$ cat src/rtl/univ_shift_reg.sv
// Universal shift register: parallel load, multi-step SHR/SHL with serial fill,
// and optional rotate (enabled by defining UNIV_SREG_ROTATE_EN).
module univ_shift_reg #(
  parameter  int WIDTH = 8,
  localparam int CNT_W = $clog2(WIDTH) + 1
) (
  input  logic             clk,
  input  logic             rst,
  input  logic             en,
  input  logic [WIDTH-1:0] D_in,
  input  logic [1:0]       op,
  input  logic             ser_in,
  input  logic             start,
  input  logic [CNT_W-1:0] shamt,
  output logic [WIDTH-1:0] Q_out,
  output logic             ser_out,
  output logic             busy,
  output logic             done
);

  typedef enum logic {IDLE = 1'b0, SHIFT = 1'b1} state_t;

  state_t             state_q, state_d;
  logic [WIDTH-1:0]   q_q, q_d;
  logic               ser_q, ser_d;
  logic               done_q, done_d;
  logic [CNT_W-1:0]   cnt_q, cnt_d;
  logic               left_q, left_d;
  logic               fill_q, fill_d;

  logic               dep_bit;
  logic               fill_bit;
  logic [WIDTH-1:0]   step_q;
  logic [CNT_W-1:0]   shamt_sat;

  // Bit leaving the register on this step; it is also the rotate fill.
  assign dep_bit = left_q ? q_q[WIDTH-1] : q_q[0];

`ifdef UNIV_SREG_ROTATE_EN
  logic rot_q, rot_d;
  assign fill_bit = rot_q ? dep_bit : fill_q;
`else
  logic unused_op_hi;
  assign unused_op_hi = op[1];
  assign fill_bit     = fill_q;
`endif

  assign step_q    = left_q ? {q_q[WIDTH-2:0], fill_bit} : {fill_bit, q_q[WIDTH-1:1]};
  assign shamt_sat = (shamt > CNT_W'(WIDTH)) ? CNT_W'(WIDTH) : shamt;

  always_comb begin
    state_d = state_q;
    q_d     = q_q;
    ser_d   = ser_q;
    cnt_d   = cnt_q;
    left_d  = left_q;
    fill_d  = fill_q;
    done_d  = 1'b0;
`ifdef UNIV_SREG_ROTATE_EN
    rot_d   = rot_q;
`endif
    case (state_q)
      IDLE: begin
        if (en) begin
          q_d = D_in;
        end else if (start) begin
          if (shamt == '0) begin
            done_d = 1'b1;
          end else begin
            left_d  = op[0];
            fill_d  = ser_in;
            cnt_d   = shamt_sat;
            state_d = SHIFT;
`ifdef UNIV_SREG_ROTATE_EN
            rot_d   = op[1];
`endif
          end
        end
      end
      SHIFT: begin
        q_d   = step_q;
        ser_d = dep_bit;
        cnt_d = cnt_q - CNT_W'(1);
        if (cnt_q == CNT_W'(1)) begin
          state_d = IDLE;
          done_d  = 1'b1;
        end
      end
      default: state_d = IDLE;
    endcase
  end

  always_ff @(posedge clk) begin
    if (rst) begin
      state_q <= IDLE;
      q_q     <= '0;
      ser_q   <= 1'b0;
      done_q  <= 1'b0;
      cnt_q   <= '0;
      left_q  <= 1'b0;
      fill_q  <= 1'b0;
`ifdef UNIV_SREG_ROTATE_EN
      rot_q   <= 1'b0;
`endif
    end else begin
      state_q <= state_d;
      q_q     <= q_d;
      ser_q   <= ser_d;
      done_q  <= done_d;
      cnt_q   <= cnt_d;
      left_q  <= left_d;
      fill_q  <= fill_d;
`ifdef UNIV_SREG_ROTATE_EN
      rot_q   <= rot_d;
`endif
    end
  end

  assign Q_out   = q_q;
  assign ser_out = ser_q;
  assign done    = done_q;
  assign busy    = (state_q == SHIFT);

endmodule

$ cat config.mk
export PLATFORM = sky130hd
export DESIGN_NAME = univ_shift_reg
export DESIGN_NICKNAME = d
export VERILOG_FILES = /design/src/rtl/univ_shift_reg.sv
export SDC_FILE = /design/constraint.sdc
export NUM_CORES = 1
export LEC_CHECK = 0
export CORE_UTILIZATION = 47
export CTS_BUF_LIST = sky130_fd_sc_hd__clkbuf_8
export DETAILED_ROUTE_END_ITERATION = 16
export PLACE_DENSITY = 0.81
export SETUP_SLACK_MARGIN = 0.05
export SLEW_MARGIN = 20
export SYNTH_ARGS = -nofsm -noshare
export SYNTH_HDL_FRONTEND = slang
export SYNTH_SLANG_ARGS = --single-unit
export TNS_END_PERCENT = 5
$ cat constraint.sdc
create_clock -name clk -period 1.6 [get_ports clk]
set_input_delay 0.16 -clock clk [delete_from_list [all_inputs] [get_ports clk]]
set_output_delay 0.16 -clock clk [all_outputs]
set_load 0.02 [all_outputs]
# After elaboration in Yosys (flattened, before gate mapping)
# Cells that the tools add are included.
[totals] regBits=17 wordCells=39 inputBits=19
[op_classes] bitwise=3 eq_ne=5 reduce_logical=3 n_addsub=1 mux=19 magnitude_cmp=1
[op_table] cell="4-bit 2-to-1 mux" count=4
[op_table] cell="8-bit 2-to-1 mux" count=2
[op_table] cell="8-bit one-hot mux with 2 select lines" count=1
[op_table] cell="1-bit 2-to-1 mux" count=9
[op_table] cell="2-bit inequality test, second input constant" count=4
[op_table] cell="4-bit one-hot mux with 2 select lines" count=1
[op_table] cell="4-bit by 1-bit == test with 1-bit output, second input constant" count=1
[op_table] cell="4-bit > comparator, second input constant" count=1
[op_table] cell="4-bit zero test" count=1
[op_table] cell="1-bit one-hot mux with 2 select lines" count=2
[op_table] cell="4-bit AND reduction" count=1
[op_table] cell="4-bit by 1-bit subtractor with 4-bit output, second input constant" count=1
[op_table] cell="1-bit inverter" count=3
[op_table] cell="3-bit AND reduction" count=1

# Longest topological paths before layout
# Gate-level depths: netlist of the first run.
[logic_depth] word_depth=6 ltp_mapped=5

# Worst setup path before layout of the first run
# No wires, ideal clock.
[synth_path] path_type="reg2reg" from="register state_q (netlist: busy)" to="register cnt_q[3]" arrival_time_ps=1131 stages_incl_launch_ff=4 period_less_slack_ps=1264 n_path_buf=0 slack_ps=336 path_cell_list="dfxtp_1 > or4b_1 > o211ai_1 > a31oi_1"
[synth_via] elab_chain_cells=3 elab_cells_between_ends=6 classes_between="eq/ne (3); mux (1); bitwise (1); reduce/logical (1)"
[synth_rtl] item="start, declared" line="23" source="state_t state_q, state_d;"
[synth_rtl] item="start signal, assigned" line="106" source="state_q <= state_d;"
[synth_rtl] item="1-bit inverter"
[synth_rtl] item="2-bit inequality test (no source line)"
[synth_rtl] item="3-bit AND reduction (no source line)"
[synth_rtl] item="end signal, assigned" line="110" source="cnt_q <= cnt_d;"
[synth_rtl] item="end, declared" line="27" source="logic [CNT_W-1:0] cnt_q, cnt_d;"
# Several ways; a longest one is shown, not always the timed one.
# A chain may end at the register's enable or synchronous reset.

# Final worst setup path of the first run
[layout_path] from="register state_q (netlist: busy)" to="output port busy"
[layout_rtl] item="end, declared" line="17" source="output logic busy,"
# No word-level cell between the ends.

==> reports/metrics.yaml, run 1 <==
syn_area_um2: 947
synth_top_family_by_area: "compound AO/OA/AOI/OAI gates"
synthMuxAreaShare: 0.0951
cts-root-buf: "clkbuf_8"
synth_compound_gate_area_share: 0.262
synth_commonest_cells: "a211oi_1 (18), dfxtp_1 (17), mux2i_1 (9), nor2b_1 (9), a21oi_1 (5)"
tightest_slew_ns: 0.552
post-route-min-period_ns: 1.47
drcViolationCount: 0
dieArea_um2: 2200
cp_max_fo: 9
synthSimpleGateAreaFrac: 0.209
synth_cell_types: 31
syn_nets: 122
antenna_found_initial: 0
critical_path_arrival_ns: 1.31
cp_data_required_time_ns: 1.44
start_kind: "flip-flop"
clock_skew_ns: 0.00237
cts_hold_buf: 0
wl_um: 2450
cts_tree: "done"
wl_per_cell_um: 15.3
port_buffers: 28
nets: 157
diodes: 0
crit_type: "reg -> out"
num_vias: 926
maxCapViolCount: 0
leakagePower_nw: 0.455
dr.first_iter.drc_count: 27
crit_family: "buffers and inverters"
die_y_um: 46.9
final_util: 0.747
area_delta_synth_final_pct: 42.1
core_area_um2: 1800
grt_overflow: 0
grt_first_pass_wirelength_um: 3920
seq_area_frac_synth: 0.359
clk_pin_slew_ns: 0.06
synth_flop_cell: "dfxtp_1"
tns_ns: 0
min_path_type: "in -> reg"
ir_drop_uv: 459
layout-drive-gt1-share: 0.148
powerDensity_nw_per_um2: 829
grt_max_degree: 20
clock.fmax_mhz: 679
path_cells: "clkdlybuf4s50_1"
cp_slowest_stage_delay_ns: 0.63
rows: 15
dpl_cell_area_um2: 1300
cp_num_buf_inv: 1
grtUsageTotal: 0.256
grt_setup_unrepaired: "false"
cts_resized: 1
finalHoldViolCount: 0
avgSynthCellArea_um2: 9.38
syn_inst: 101
final_area_um2: 1350
synth-seq-cells: 17
die_w_um: 46.9
dp_hpwl_um: 1840
cts_setup_buffers: 0
synthArstFlopShare: 0
status: "finished, final reports clean"
route.antenna.remaining_nets: 0
gp_congestion: 0.767
start_util: 0.526
routed_via_density: 5.79
first_global_vias: 855
yosysTopAreaCell: "dfxtp_1"
clock_latency_ns: 0.25
synth.area.top_cells: "dfxtp_1 (36%), a211oi_1 (14%), mux2i_1 (9.5%)"
finalMaxSlewViolations: 0
cts_sinks: 17
slowest_stage: "clkdlybuf4s50_1"
power_mw: 1.12
dr.pass1.iters: 4
fin_crit_sh: 0.921
clockBufferDepth: 2
synth-edff-count: 0
htree_levels: 1
hold_ws_ns: 0.491
synthAdderAreaFrac: 0.0264
max-slew-margin-rel: 0.632
ios: 30
synth.most_common_cell: "a211oi_1"
cts_buffers: 3
setup_violations: 0
yosys_warnings: 0
fill_cells: 140
synth_top_area_frac: 0.359
critPathCaptureType: "primary output"
synthXorXnorAreaFrac: 0
[state kept, by name, summed over array words and instances (netlist names)]
register,flops
Q_out,8
cnt_q,4
busy,1
done,1
fill_bit,1
left_q,1
ser_out,1
[cell usage in the layout (no fill, tap or decap)]
cell,instances
nor4bb_1,2
nor4_4,1
inv_2,1
nor3b_1,1
nand3_1,3
o211ai_1,2
inv_1,2
or4_4,1
o31ai_1,2
nor3b_2,1
a31oi_1,3
clkdlybuf4s50_1,28
buf_4,10
clkinv_2,1
dfxtp_2,1
nand3b_1,1
nor3_1,1
o21ai_1,2
a221oi_1,1
mux2i_1,9
or4b_1,1
dfxtp_1,16
nor2b_1,9
ha_1,2
nor2_1,3
nand2b_1,1
a211oi_1,18
o21ai_0,1
and2_1,1
a221oi_2,1
clkbuf_8,3
a21oi_1,5
and2b_1,1
[worst paths after layout]
check        cells past startpoint        to  slack (ns)     start
max                              1      busy        0.13      busy
min                              3    left_q        0.49     op[0]
max reg2reg                      4  cnt_q[2]        0.28      busy
min reg2reg                      2  fill_bit        0.51  fill_bit
[cells by family (layout without fill, tap and decap cells)]
| family | Yosys count | in the layout |
|---|---|---|
| buffers and inverters | 11 | 45 |
| flip-flops | 17 | 17 |
| adder cells (fa/ha/maj) | 2 | 2 |
| AO/OA/AOI/OAI | 35 | 35 |
| AND/OR/NAND/NOR | 27 | 27 |
| multiplexers | 9 | 9 |
[per-layer routing]
layer | GRT usage | vias to the layer above | part of all wire
li1 | - | 460 | -
met1 | 0.329 | 425 | 0.46
met2 | 0.419 | 37 | 0.48
met3 | 0.0346 | 4 | 0.045
met4 | 0.126 | 0 | 0.019
met5 | 0 | - | 0
[metrics by stage]
stage          setup WS [ns]  std cells
3_5_place_dp         -0.0668        156
3_3_place_gp          0.0434        156
2_1_floorplan          0.336        101
4_1_cts                0.118        160
5_1_grt               0.0863        160
6_report               0.127        160
[power breakdown]
part	switching [mW]	internal, mW	total [mW]
Combinational	0.134	0.160	0.294
Clock	0.146	0.173	0.318
Sequential	0.0452	0.460	0.505
Total	0.325	0.792	1.12
[cell type report]
cell class,count,area (µm²),area share
clock buffers,3,41.3,0.0307
well taps,25,31.3,0.0232
inverters,3,11.3,0.00836
repair buffers,38,355,0.264
clock inverters,1,5.00,0.00372
multi-input cells,73,561,0.416
flip-flops and latches,17,342,0.254
No activity file was read; power rests on OpenSTA's default activity.
==> run 2, diff against run 1 <==
- REMOVE_ABC_BUFFERS: unset -> 1
==> reports/metrics.yaml, run 2 (same netlist as run 1, synthesis figures left out) <==
status: "finished, final reports clean"  # unchanged
ir_drop_uv: 565  # was 459 µV
final_common_cell: "clkdlybuf4s50_1"  # unchanged
start_util: 0.526  # unchanged
grtUsageTotal: 0.253  # was 0.256
grt_setup_unrepaired: "false"  # unchanged
reg2reg_to: "cnt_q[2]"  # unchanged
grt_first_pass_wirelength_um: 3950  # was 3920 µm
min_from: "ser_in"  # was op[0]
min_path_type: "in -> reg"  # unchanged
r2r-start: "busy"  # unchanged
cp_num_buf_inv: 1  # unchanged
cts-root-buf: "clkbuf_8"  # unchanged
clock.fmax_mhz: 699  # was 679 MHz
slowest_stage: "clkdlybuf4s50_1"  # unchanged
maxCapViolCount: 0  # unchanged
clock_latency_ns: 0.25  # about the same
final_util: 0.749  # was 0.747
gp_congestion: 0.805  # was 0.767
drcViolationCount: 0  # unchanged
crit_type: "reg -> out"  # unchanged
ios: 30  # unchanged
clockBufferDepth: 2  # unchanged
fin_crit_sh: 0.895  # was 0.921
cp_slowest_stage_delay_ns: 0.64  # was 0.63 ns
cts_sinks: 17  # unchanged
cts_buffers: 3  # unchanged
hold_end: "fill_bit"  # was left_q
routed_via_density: 5.83  # was 5.79
leakagePower_nw: 0.464  # was 0.455 nW
crit_family: "buffers and inverters"  # unchanged
finalMaxSlewViolations: 0  # unchanged
area_delta_synth_final_pct: 42.5  # was 42.1%
htree_levels: 1  # unchanged
stdcell_count: 161  # was 160
critical_path_arrival_ns: 1.27  # was 1.31 ns
min_path_cells: 3  # unchanged
dr.first_iter.drc_count: 14  # was 27
setup_ws_ns: 0.169  # was 0.127 ns
diodes: 0  # unchanged
dieArea_um2: 2200  # unchanged
clk_pin_slew_ns: 0.07  # was 0.06 ns
wl_per_cell_um: 15.0  # was 15.3 µm
first_global_vias: 907  # was 855
clock_skew_ns: 0.00283  # was 0.00237 ns
cts_tree: "done"  # unchanged
setup_violations: 0  # unchanged
critPathCaptureType: "primary output"  # unchanged
grt_max_degree: 17  # was 20
route.antenna.remaining_nets: 0  # unchanged
rows: 15  # unchanged
antenna_found_initial: 0  # unchanged
largest_register_ffs: 8  # unchanged
dp_cells: 157  # was 156
tightest_slew_ns: 0.565  # was 0.552 ns
r2r_cells: 4  # unchanged
nets: 158  # was 157
wl_um: 2410  # was 2450 µm
dp_slack_ns: -0.0321  # was -0.0668 ns
dr.pass1.iters: 4  # unchanged
max-slew-margin-rel: 0.623  # was 0.632
port_buffers: 28  # unchanged
powerDensity_nw_per_um2: 820  # was 829 nW/µm²
cp_max_fo: 4  # was 9
num_vias: 938  # was 926
core_area_um2: 1800  # unchanged
path_cells: "clkdlybuf4s50_1"  # unchanged
hold_ws_ns: 0.485  # was 0.491 ns
die_y_um: 46.9  # unchanged
start_kind: "flip-flop"  # unchanged
dpl_cell_area_um2: 1310  # was 1300 µm²
dp_hpwl_um: 1780  # was 1840 µm
die_w_um: 46.9  # unchanged
finalHoldViolCount: 0  # unchanged
layout-drive-gt1-share: 0.140  # was 0.148
final_area_um2: 1350  # about the same
cp_data_required_time_ns: 1.44  # about the same
grt_overflow: 0  # unchanged
post-route-min-period_ns: 1.43  # was 1.47 ns
r2r_setup_slack_ns: 0.22  # was 0.28 ns
final_cell_mix: "clkdlybuf4s50_1 (27), a211oi_1 (18), dfxtp_1 (17), buf_4 (11)"  # was clkdlybuf4s50_1 (28), a211oi_1 (18), dfxtp_1 (16), buf_4 (10)
[run 2: cell types whose count changed in the layout (fill, tap and decap cells not counted)]
cell and change:
buf_4 +1, clkinv_2 -1, clkdlybuf4s50_1 -1, dlygate4sd2_1 +1
dfxtp_1 +1, dfxtp_2 -1, inv_1 +1
[run 2: layer usage]
metal,track usage,vias to the layer above,wire length (µm)
li1,-,459,-
met1,0.338,427,1120
met2,0.383,40,1100
met3,0.0423,12,109
met4,0.143,0,86
met5,0,-,0
[run 2: what timing repair did]
action,in CTS,in global routing
hold buffers,0,0
hold endpoints to repair,0,0
resized for setup,1,0
buffers inserted,0,0
setup endpoints to repair,1,0
[run 2: how the worst max path moves through the flow]
stage	start	endpoint	depth (start not counted)
final	Q_out[4]	Q_out[4]	1
after global routing	busy	cnt_q[2]	4
after CTS	Q_out[7]	Q_out[7]	1
after detailed placement	shamt[3]	cnt_q[0]	6
after global placement	shamt[3]	cnt_q[2]	4
after floorplan	busy	cnt_q[3]	3
[run 2: layout make-up]
cell class                      count  area, µm²
Fill cell                         139        452
Multi-Input combinational cell     73        561
Clock buffer                        3       41.3
Clock inverter                      1       3.75
Timing Repair Buffer               39        362
Inverter                            3       11.3
Sequential cell                    17        340
Tap cell                           25       31.3
[run 2: where the power goes]
group / internal (mW) / total (mW) / switching [mW]
sequential: 0.459 / 0.505 / 0.0458
combinational: 0.159 / 0.291 / 0.132
clock: 0.170 / 0.312 / 0.142
[run 2: metrics by stage]
step                TNS (ns)  total power [mW]
floorplan             -0.228             0.644
global placement           0             0.791
detailed placement   -0.0321             0.803
CTS                        0              1.11
global route               0              1.17
finish                     0              1.11
